### src/rtl/typedefs.sv
// Shared ALU types: legacy 3-bit opcode, extended 4-bit opcode, result flags.
package typedefs;

    // Opcode of the single-cycle ALU, still used by the legacy datapath.
    typedef enum logic [2:0] {
        OPC_ADD = 3'd0,
        OPC_AND = 3'd1,
        OPC_XOR = 3'd2,
        OPC_LDA = 3'd3,
        OPC_SUB = 3'd4,
        OPC_OR  = 3'd5,
        OPC_SHL = 3'd6,
        OPC_SHR = 3'd7
    } opcode_t;

    typedef enum logic [3:0] {
        ADD = 4'd0,
        AND = 4'd1,
        XOR = 4'd2,
        LDA = 4'd3,
        SUB = 4'd4,
        OR  = 4'd5,
        SHL = 4'd6,
        SHR = 4'd7
    } alu_op_t;

    typedef struct packed {
        logic zero;
        logic carry;
        logic overflow;
        logic negative;
    } alu_flags_t;

    localparam int unsigned ALU_LATENCY = 2;

endpackage

### src/rtl/alu_core.sv
// Combinational ALU datapath: (op, data, accum) -> (result, flags).
module alu_core
    import typedefs::*;
#(
    parameter int unsigned WIDTH = 8
) (
    input  alu_op_t          i_op,
    input  logic [WIDTH-1:0] i_data,
    input  logic [WIDTH-1:0] i_accum,
    output logic [WIDTH-1:0] o_out,
    output alu_flags_t       o_flags
);

    localparam int unsigned MSB = WIDTH - 1;

    logic [WIDTH:0]   w_sum;
    logic [WIDTH-1:0] w_diff;
    logic [WIDTH-1:0] w_res;
    logic             w_carry;
    logic             w_ovf;

    assign w_sum  = {1'b0, i_data} + {1'b0, i_accum};
    assign w_diff = i_accum - i_data;

    // Unknown encodings pass the accumulator through with carry/overflow clear.
    always_comb begin
        w_res   = i_accum;
        w_carry = 1'b0;
        w_ovf   = 1'b0;
        case (i_op)
            ADD: begin
                w_res   = w_sum[WIDTH-1:0];
                w_carry = w_sum[WIDTH];
                w_ovf   = (i_data[MSB] == i_accum[MSB]) && (w_sum[MSB] != i_data[MSB]);
            end
            SUB: begin
                w_res   = w_diff;
                w_carry = (i_accum < i_data);
                w_ovf   = (i_accum[MSB] != i_data[MSB]) && (w_diff[MSB] != i_accum[MSB]);
            end
            AND: w_res = i_data & i_accum;
            OR:  w_res = i_data | i_accum;
            XOR: w_res = i_data ^ i_accum;
            LDA: w_res = i_data;
            SHL: {w_carry, w_res} = {i_accum, 1'b0};
            SHR: {w_res, w_carry} = {1'b0, i_accum};
            default: begin
                w_res   = i_accum;
                w_carry = 1'b0;
                w_ovf   = 1'b0;
            end
        endcase
    end

    always_comb begin
        o_out            = w_res;
        o_flags.zero     = (w_res == '0);
        o_flags.carry    = w_carry;
        o_flags.overflow = w_ovf;
        o_flags.negative = w_res[MSB];
    end

endmodule

### src/rtl/alu_pipe.sv
// Two-stage valid/ready ALU pipeline: S1 captures operands, S2 holds result and flags.
module alu_pipe
    import typedefs::*;
#(
    parameter int unsigned WIDTH = 8
) (
    input  logic             clk,
    input  logic             rst_,
    input  logic             in_valid,
    output logic             in_ready,
    input  alu_op_t          op,
    input  logic [WIDTH-1:0] data,
    input  logic [WIDTH-1:0] accum,
    output logic             out_valid,
    input  logic             out_ready,
    output logic [WIDTH-1:0] out,
    output alu_flags_t       flags,
    output logic             acc_zero
);

    logic             r_s1_valid;
    alu_op_t          r_s1_op;
    logic [WIDTH-1:0] r_s1_data;
    logic [WIDTH-1:0] r_s1_accum;

    logic             r_out_valid;
    logic [WIDTH-1:0] r_out;
    alu_flags_t       r_flags;

    logic             w_s1_ready;
    logic             w_s2_ready;
    logic [WIDTH-1:0] w_res;
    alu_flags_t       w_flags;

    // Ready ripples back combinationally so a draining S2 lets S1 advance the same cycle.
    assign w_s2_ready = !r_out_valid || out_ready;
    assign w_s1_ready = !r_s1_valid || w_s2_ready;
    assign in_ready   = w_s1_ready;

    assign acc_zero   = (accum == '0);

    always_ff @(posedge clk or negedge rst_) begin
        if (!rst_) begin
            r_s1_valid <= 1'b0;
            r_s1_op    <= ADD;
            r_s1_data  <= '0;
            r_s1_accum <= '0;
        end else if (w_s1_ready) begin
            r_s1_valid <= in_valid;
            if (in_valid) begin
                r_s1_op    <= op;
                r_s1_data  <= data;
                r_s1_accum <= accum;
            end
        end
    end

    alu_core #(
        .WIDTH (WIDTH)
    ) u_core (
        .i_op    (r_s1_op),
        .i_data  (r_s1_data),
        .i_accum (r_s1_accum),
        .o_out   (w_res),
        .o_flags (w_flags)
    );

    // Result and flags only change when a new beat lands; they persist after transfer.
    always_ff @(posedge clk or negedge rst_) begin
        if (!rst_) begin
            r_out_valid <= 1'b0;
            r_out       <= '0;
            r_flags     <= '0;
        end else if (w_s2_ready) begin
            r_out_valid <= r_s1_valid;
            if (r_s1_valid) begin
                r_out   <= w_res;
                r_flags <= w_flags;
            end
        end
    end

    assign out_valid = r_out_valid;
    assign out       = r_out;
    assign flags     = r_flags;

endmodule
### config.mk
export PLATFORM = sky130hd
export DESIGN_NAME = alu_pipe
export DESIGN_NICKNAME = d
export VERILOG_FILES = /design/src/rtl/typedefs.sv /design/src/rtl/alu_core.sv /design/src/rtl/alu_pipe.sv
export SDC_FILE = /design/constraint.sdc
export NUM_CORES = 1
export LEC_CHECK = 0
export ABC_CLOCK_PERIOD_IN_PS = 2700
export CAP_MARGIN = 20
export CORE_ASPECT_RATIO = 0.75
export CORE_UTILIZATION = 30
export CTS_CLUSTER_SIZE = 8
export DETAILED_ROUTE_END_ITERATION = 6
export PLACE_DENSITY_LB_ADDON = 0.2
export SLEW_MARGIN = 20
export SYNTH_ARGS = -nofsm -noshare
export SYNTH_HDL_FRONTEND = slang
export SYNTH_SLANG_ARGS = --single-unit
### constraint.sdc
create_clock -name clk -period 2.7 [get_ports clk]
set_input_delay 0.81 -clock clk [delete_from_list [all_inputs] [get_ports clk]]
set_output_delay 0.81 -clock clk [all_outputs]
set_load 0.01 [all_outputs]
After elaboration in Yosys (flattened, before gate mapping)
Cells that the tools add are included.
{"block": "classes", "n_eq_ne": 11, "bitwise_logic": 3, "muxes": 3, "reduce_logical": 11, "add_sub_neg": 2, "magnitude_cmp": 1}
{"cell": "case mux 8 bit (8 select lines)", "n": 1}
{"cell": "== test 4 x 3 -> 1 bit, second input constant", "n": 4}
{"cell": "logical NOT 8 bit", "n": 2}
{"cell": "adder 8 x 8 -> 9 bit", "n": 1}
{"cell": "bitwise AND 8 bit", "n": 1}
{"cell": "== test 4 x 2 -> 1 bit, second input constant", "n": 2}
{"cell": "less-than comparator 8 bit", "n": 1}
{"cell": "bitwise OR 8 bit", "n": 1}
{"cell": "subtractor 8 bit", "n": 1}
{"cell": "bitwise XOR 8 bit", "n": 1}
{"cell": "== test 4 x 1 -> 1 bit, second input constant", "n": 1}
{"cell": "logical NOT 4 bit", "n": 1}
{"cell": "case mux 1 bit (4 select lines)", "n": 1}
{"cell": "AND reduction 2 bit", "n": 2}
{"cell": "!= test 1 bit", "n": 3}
{"cell": "logical AND 1 bit", "n": 2}
{"cell": "logical NOT 1 bit", "n": 2}
{"cell": "logical OR 1 bit", "n": 2}
{"cell": "case mux 1 bit (2 select lines)", "n": 1}
{"cell": "== test 1 bit", "n": 1}
{"block": "totals", "register_bits": 34, "out_inout_bits": 15, "input_bits": 24, "word_cells": 41}

Depth between registers and ports, before layout
{"block": "depth", "ltp_word": 4, "ltp_mapped": 10, "mapped_depth_nobuf": 10}

Hierarchy
From an unflattened synthesis, not the netlist that was laid out.
{"block": "hier_totals", "cells_unflattened": 306, "hier_area_um2": 3186.8}
{"mod": "alu_core", "instances": 1, "area_per_inst_um2": 1734.2, "cells_each": 228, "seq_area_each_um2": 0.0}
{"mod": "alu_pipe", "instances": 1, "area_per_inst_um2": 1452.6, "cells_each": 78, "seq_area_each_um2": 850.8}

Worst setup path before layout
No wires, ideal clock.
{"block": "synth_path", "kind": "flip-flop to flip-flop", "from": "reg r_s1_accum[2]", "to": "reg r_flags, in the netlist flags[3]", "required_ps": 2608, "setup_time_ps": 92, "synth_period_minus_slack_ps": 2586, "n_path_buf": 1, "slack_ps": 114, "arrival_time_ps": 2495, "stages_incl_launch_ff": 11, "cell_sequence": "dfrtp_1 inv_1 ha_1 buf_2 nor3_1 nor3_1 o31ai_1 mux2i_1 a32oi_1 or4_1 o31ai_2"}
{"block": "synth_between", "elab_chain_len": 3, "word_cells_on_any_way": 7, "classes_between": "add/sub: 2; mux: 1; bitwise: 3; reduce/logical: 1"}
{"element": "from (decl)", "line": "alu_pipe.sv:24", "source": "logic [WIDTH-1:0] r_s1_accum;"}
{"element": "from (signal assigned)", "line": "alu_pipe.sv:53", "source": "r_s1_accum <= accum;"}
{"element": "subtractor 8 bit (tied with other cells)", "line": "alu_core.sv:23", "source": "assign w_diff = i_accum - i_data;"}
{"element": "case mux 8 bit (8 select lines) (*)", "line": "alu_core.sv:30", "source": "case (i_op)"}
{"element": "logical NOT 8 bit (*)", "line": "alu_core.sv:57", "source": "o_flags.zero = (w_res == '0);"}
{"element": "to (signal assigned)", "line": "alu_pipe.sv:78", "source": "r_flags <= w_flags;"}
{"element": "to (decl)", "line": "alu_pipe.sv:28", "source": "alu_flags_t r_flags;"}
Mark *: on every way between the ends. The rest lies on a longest branch, timed or not.
A chain may end at the register's enable or synchronous reset.

Final worst setup path
{"block": "layout_path", "from": "reg r_s1_accum[0]", "to": "reg r_flags, in the netlist flags[3]"}
Same word-level chain as after synthesis.

==> summary.md <==
| Metric | Value |
|---|---|
| Status | `finished, violations left` |
| Failing checks | `setup timing` |
| First DRT Iteration DRCs | `234` |
| Crit path required time | `just under 3 ns` |
| Mapped Cells | `310` |
| Post-DP Area | `3660 um^2` |
| Drt pass-1 iters | `5` |
| Synth Register Bits | `33` |
| Post-synth EDFFs | `0` |
| PwrDens | `686 nW/um^2` |
| Post-synth top cells | `34 x nand2_1, 33 x dfrtp_1, 25 x inv_1, 24 x ha_1, 21 x mux2_2` |
| Drt wl/cell | `between 15 and 20 um` |
| Max stage delay on crit path | `0.48 ns` |
| Top-count cell post-synth | `nand2_1` |
| R2R Setup Slk | `-0.04 ns` |
| Fin. Hold Viols | `0` |
| RSZ-0062 raised after global routing | `yes` |
| Hpwl dp | `6710 um` |
| Clock root buffer | `clkbuf_16` |
| Worst Hold End | `out[0]$_DFFE_PN0P_` |
| Clock buffer depth | `2` |
| Syn avg cell area | `8.84 um^2` |
| Largest cells by area after synthesis | `dfrtp_1 30%, ha_1 11%, mux2_2 8.6%, nand2_1 4.7%, mux2i_1 4.4%` |
| First-pass GRT wire length | `13500 um` |
| Vias per cell | `~5.2` |
| Floorplan row count | `29` |
| Hold Path Class | `flop to flop` |
| Sequential cell area fraction in the yosys report | `0.301` |
| CP Data Arrival Time | `roughly 3 ns` |
| Vias in the first global route | `2562` |
| Worst reg2reg path depth | `11` |
| ANT nets after route | `0` |
| Die Footprint | `9520 um^2` |
| Hold depth | `2` |
| Total GRT Usage | `0.184` |
| DRT Wirelength | `8520 um` |
| Die Width | `112 um` |
| Main flop type after synthesis | `dfrtp_1` |
| YS warnings | `0` |
| Setup TNS | `-0.0378 ns` |
| Clk Latency, worst-skew pair | `between 0.2 and 0.3 ns` |
| CTS H-tree depth | `2` |
| P&R area growth vs syn | `42.6%` |
| Synth cell types | `53` |
| Leakage | `1.81 nW` |
| Async SR Flop Fraction | `1.00` |
| Hold Slack | `between 0.4 and 0.5 ns` |
| RR Startpoint | `r_s1_accum[0]$_DFFE_PN0P_` |
| Port-buffer cells | `38` |
| Synth area leader | `dfrtp_1` |
| Clock Sinks | `33` |
| Placer congestion estimate | `0.893` |
| Final setup viols | `1` |
| CP Launch Type | `flop` |
| IR drop worst, VDD | `0.318 mV` |
| Die Ht | `84.8 um` |
| Largest net degree at the start of global routing | `34` |
| DRC Markers | `0` |
| Rel. slew slack | `0.347` |
| CTS tree | `yes` |
| Share of layout cells above drive strength 1 | `0.269` |
| Design area | `3910 um^2` |
| Cts hold-fix bufs | `0` |
| FILL cells | `844` |
| Fin. max-slew vios | `0` |
| I/O pin count | `39` |
| Crit Path Max Fanout | `4` |
| CP dominant cell by count | `o2111ai_1` |
| Post-synth net total | `360` |
| Critical path type | `flop to flop` |
| CTS buffer count | `5` |
| CP Capture Type | `flop` |
| Synth top area share | `0.301` |
| Final setup skew | `0.00578 ns` |
| Nets | `roughly 450` |
| Reg2reg end | `flags[3]$_DFFE_PN0P_` |
| Final WS setup | `-0.0378 ns` |
| Grt total ovfl | `0` |
| Tcrit/Tclk final | `1.01` |
| Peak Freq | `365 MHz` |
| Initial Util | `0.316` |
| Min Tclk post-route | `2.74 ns` |
| Worst slew pin tran | `0.965 ns` |
| Vias | `2660` |
| Slowest library cell on the worst path | `fa_1` |
| CORE AREA | `~8700 um^2` |
| Number of max-cap violations | `0` |
| N_diodes | `0` |
| Hold Path Origin | `out[0]$_DFFE_PN0P_` |
| Syn Std Cell Area | `around 2700 um^2` |
| Initial antenna violation count | `0` |
| CP Cell Sequence | `inv_1 -> ha_2 -> fa_1 -> nor2_1 -> o2111ai_1 -> o21ai_1 -> o31ai_1 -> buf_4 -> o2111ai_1 -> or4_4 -> o31ai_2` |
| Clock slew seen by the registers of the worst setup and hold paths | `roughly 0.060 ns` |
-- worst max-delay path: cells and delay by family, from the launching register on --
family,cells,cell delay [ns]
and+or+nand+nor,2,0.50
buffers and inverters,2,0.23
DFF,1,0.39
adders and majority gates,2,0.68
AOI/OAI and AO/OA,5,0.83
-- worst max-delay path by stage --
stage                               from              endpoint  slack [ns]  cells past startpoint
6_report       r_s1_accum[0]$_DFFE_PN0P_  flags[3]$_DFFE_PN0P_       -0.04                     11
5_1_grt        r_s1_accum[0]$_DFFE_PN0P_  flags[3]$_DFFE_PN0P_       -0.16                     11
4_1_cts                         accum[6]              acc_zero       -0.11                      4
3_5_place_dp                    accum[5]              acc_zero       -0.53                      4
3_3_place_gp                    accum[5]              acc_zero       -0.52                      4
2_1_floorplan  r_s1_accum[2]$_DFFE_PN0P_  flags[3]$_DFFE_PN0P_        0.11                     10
-- layout make-up --
| class | instances | area, um^2 | share of cell area |
|---|---|---|---|
| multi-input cells | 235 | 1800 | 0.460 |
| repair buffers | 101 | 880 | 0.225 |
| flip-flops and latches | 33 | 826 | 0.211 |
| clock buffers | 6 | 139 | 0.0355 |
| well taps | 108 | 135 | 0.0346 |
| inverters | 25 | 93.8 | 0.0240 |
| clock inverters | 2 | 37.5 | 0.00960 |
-- where the power goes --
group          internal (mW)  switching [mW]
combinational          0.656           0.674
sequential             0.585          0.0769
clock                  0.461           0.228
total                   1.70           0.980
-- state kept, by name (all words and copies together), names as in the netlist --
name,flops
out,8
r_s1_accum,8
r_s1_data,8
r_s1_op,4
flags,3
out_valid,1
r_s1_valid,1
-- through the flow --
step | power, mW | util | instances | setup WS (ns)
final | 2.68 | 0.451 | 510 | -0.0378
after global routing | 2.84 | 0.451 | 510 | -0.162
after CTS | 2.64 | 0.442 | 509 | -0.105
after detailed placement | 1.94 | 0.422 | 501 | -0.529
after global placement | 1.93 | 0.422 | 501 | -0.518
after floorplan | 1.37 | - | 310 | 0.114
-- per-layer routing --
metal / vias to the layer above / share of wire / track usage
met5: - / 0 / 0
met4: 0 / 0.0093 / 0.0412
met3: 10 / 0.056 / 0.0245
met2: 99 / 0.39 / 0.245
met1: 1252 / 0.54 / 0.301
li1: 1299 / - / -
-- kinds of logic after synthesis --
logic type,after synthesis,share of synthesized area
buf+inv,42,0.0616
compound gates,76,0.196
fa+ha+maj,26,0.124
xor+xnor,5,0.0160
mux,33,0.130
flops,33,0.301
simple gates,95,0.171
-- layout by cell type, fill, tap and decap left out, types with 13 or more instances in the layout --
cell type,instances
buf_4,62
nand2_1,34
dfrtp_1,33
clkdlybuf4s50_1,28
inv_1,25
mux2_2,21
ha_1,21
nor2_1,17
a21oi_1,14
o21ai_0,13
-- what timing repair did --
item	CTS	global route
endpoints found under the setup margin	4	4
pin swaps	3	5
buffers inserted	0	1
resized for setup	6	21
(Power assumes the default switching activity.)
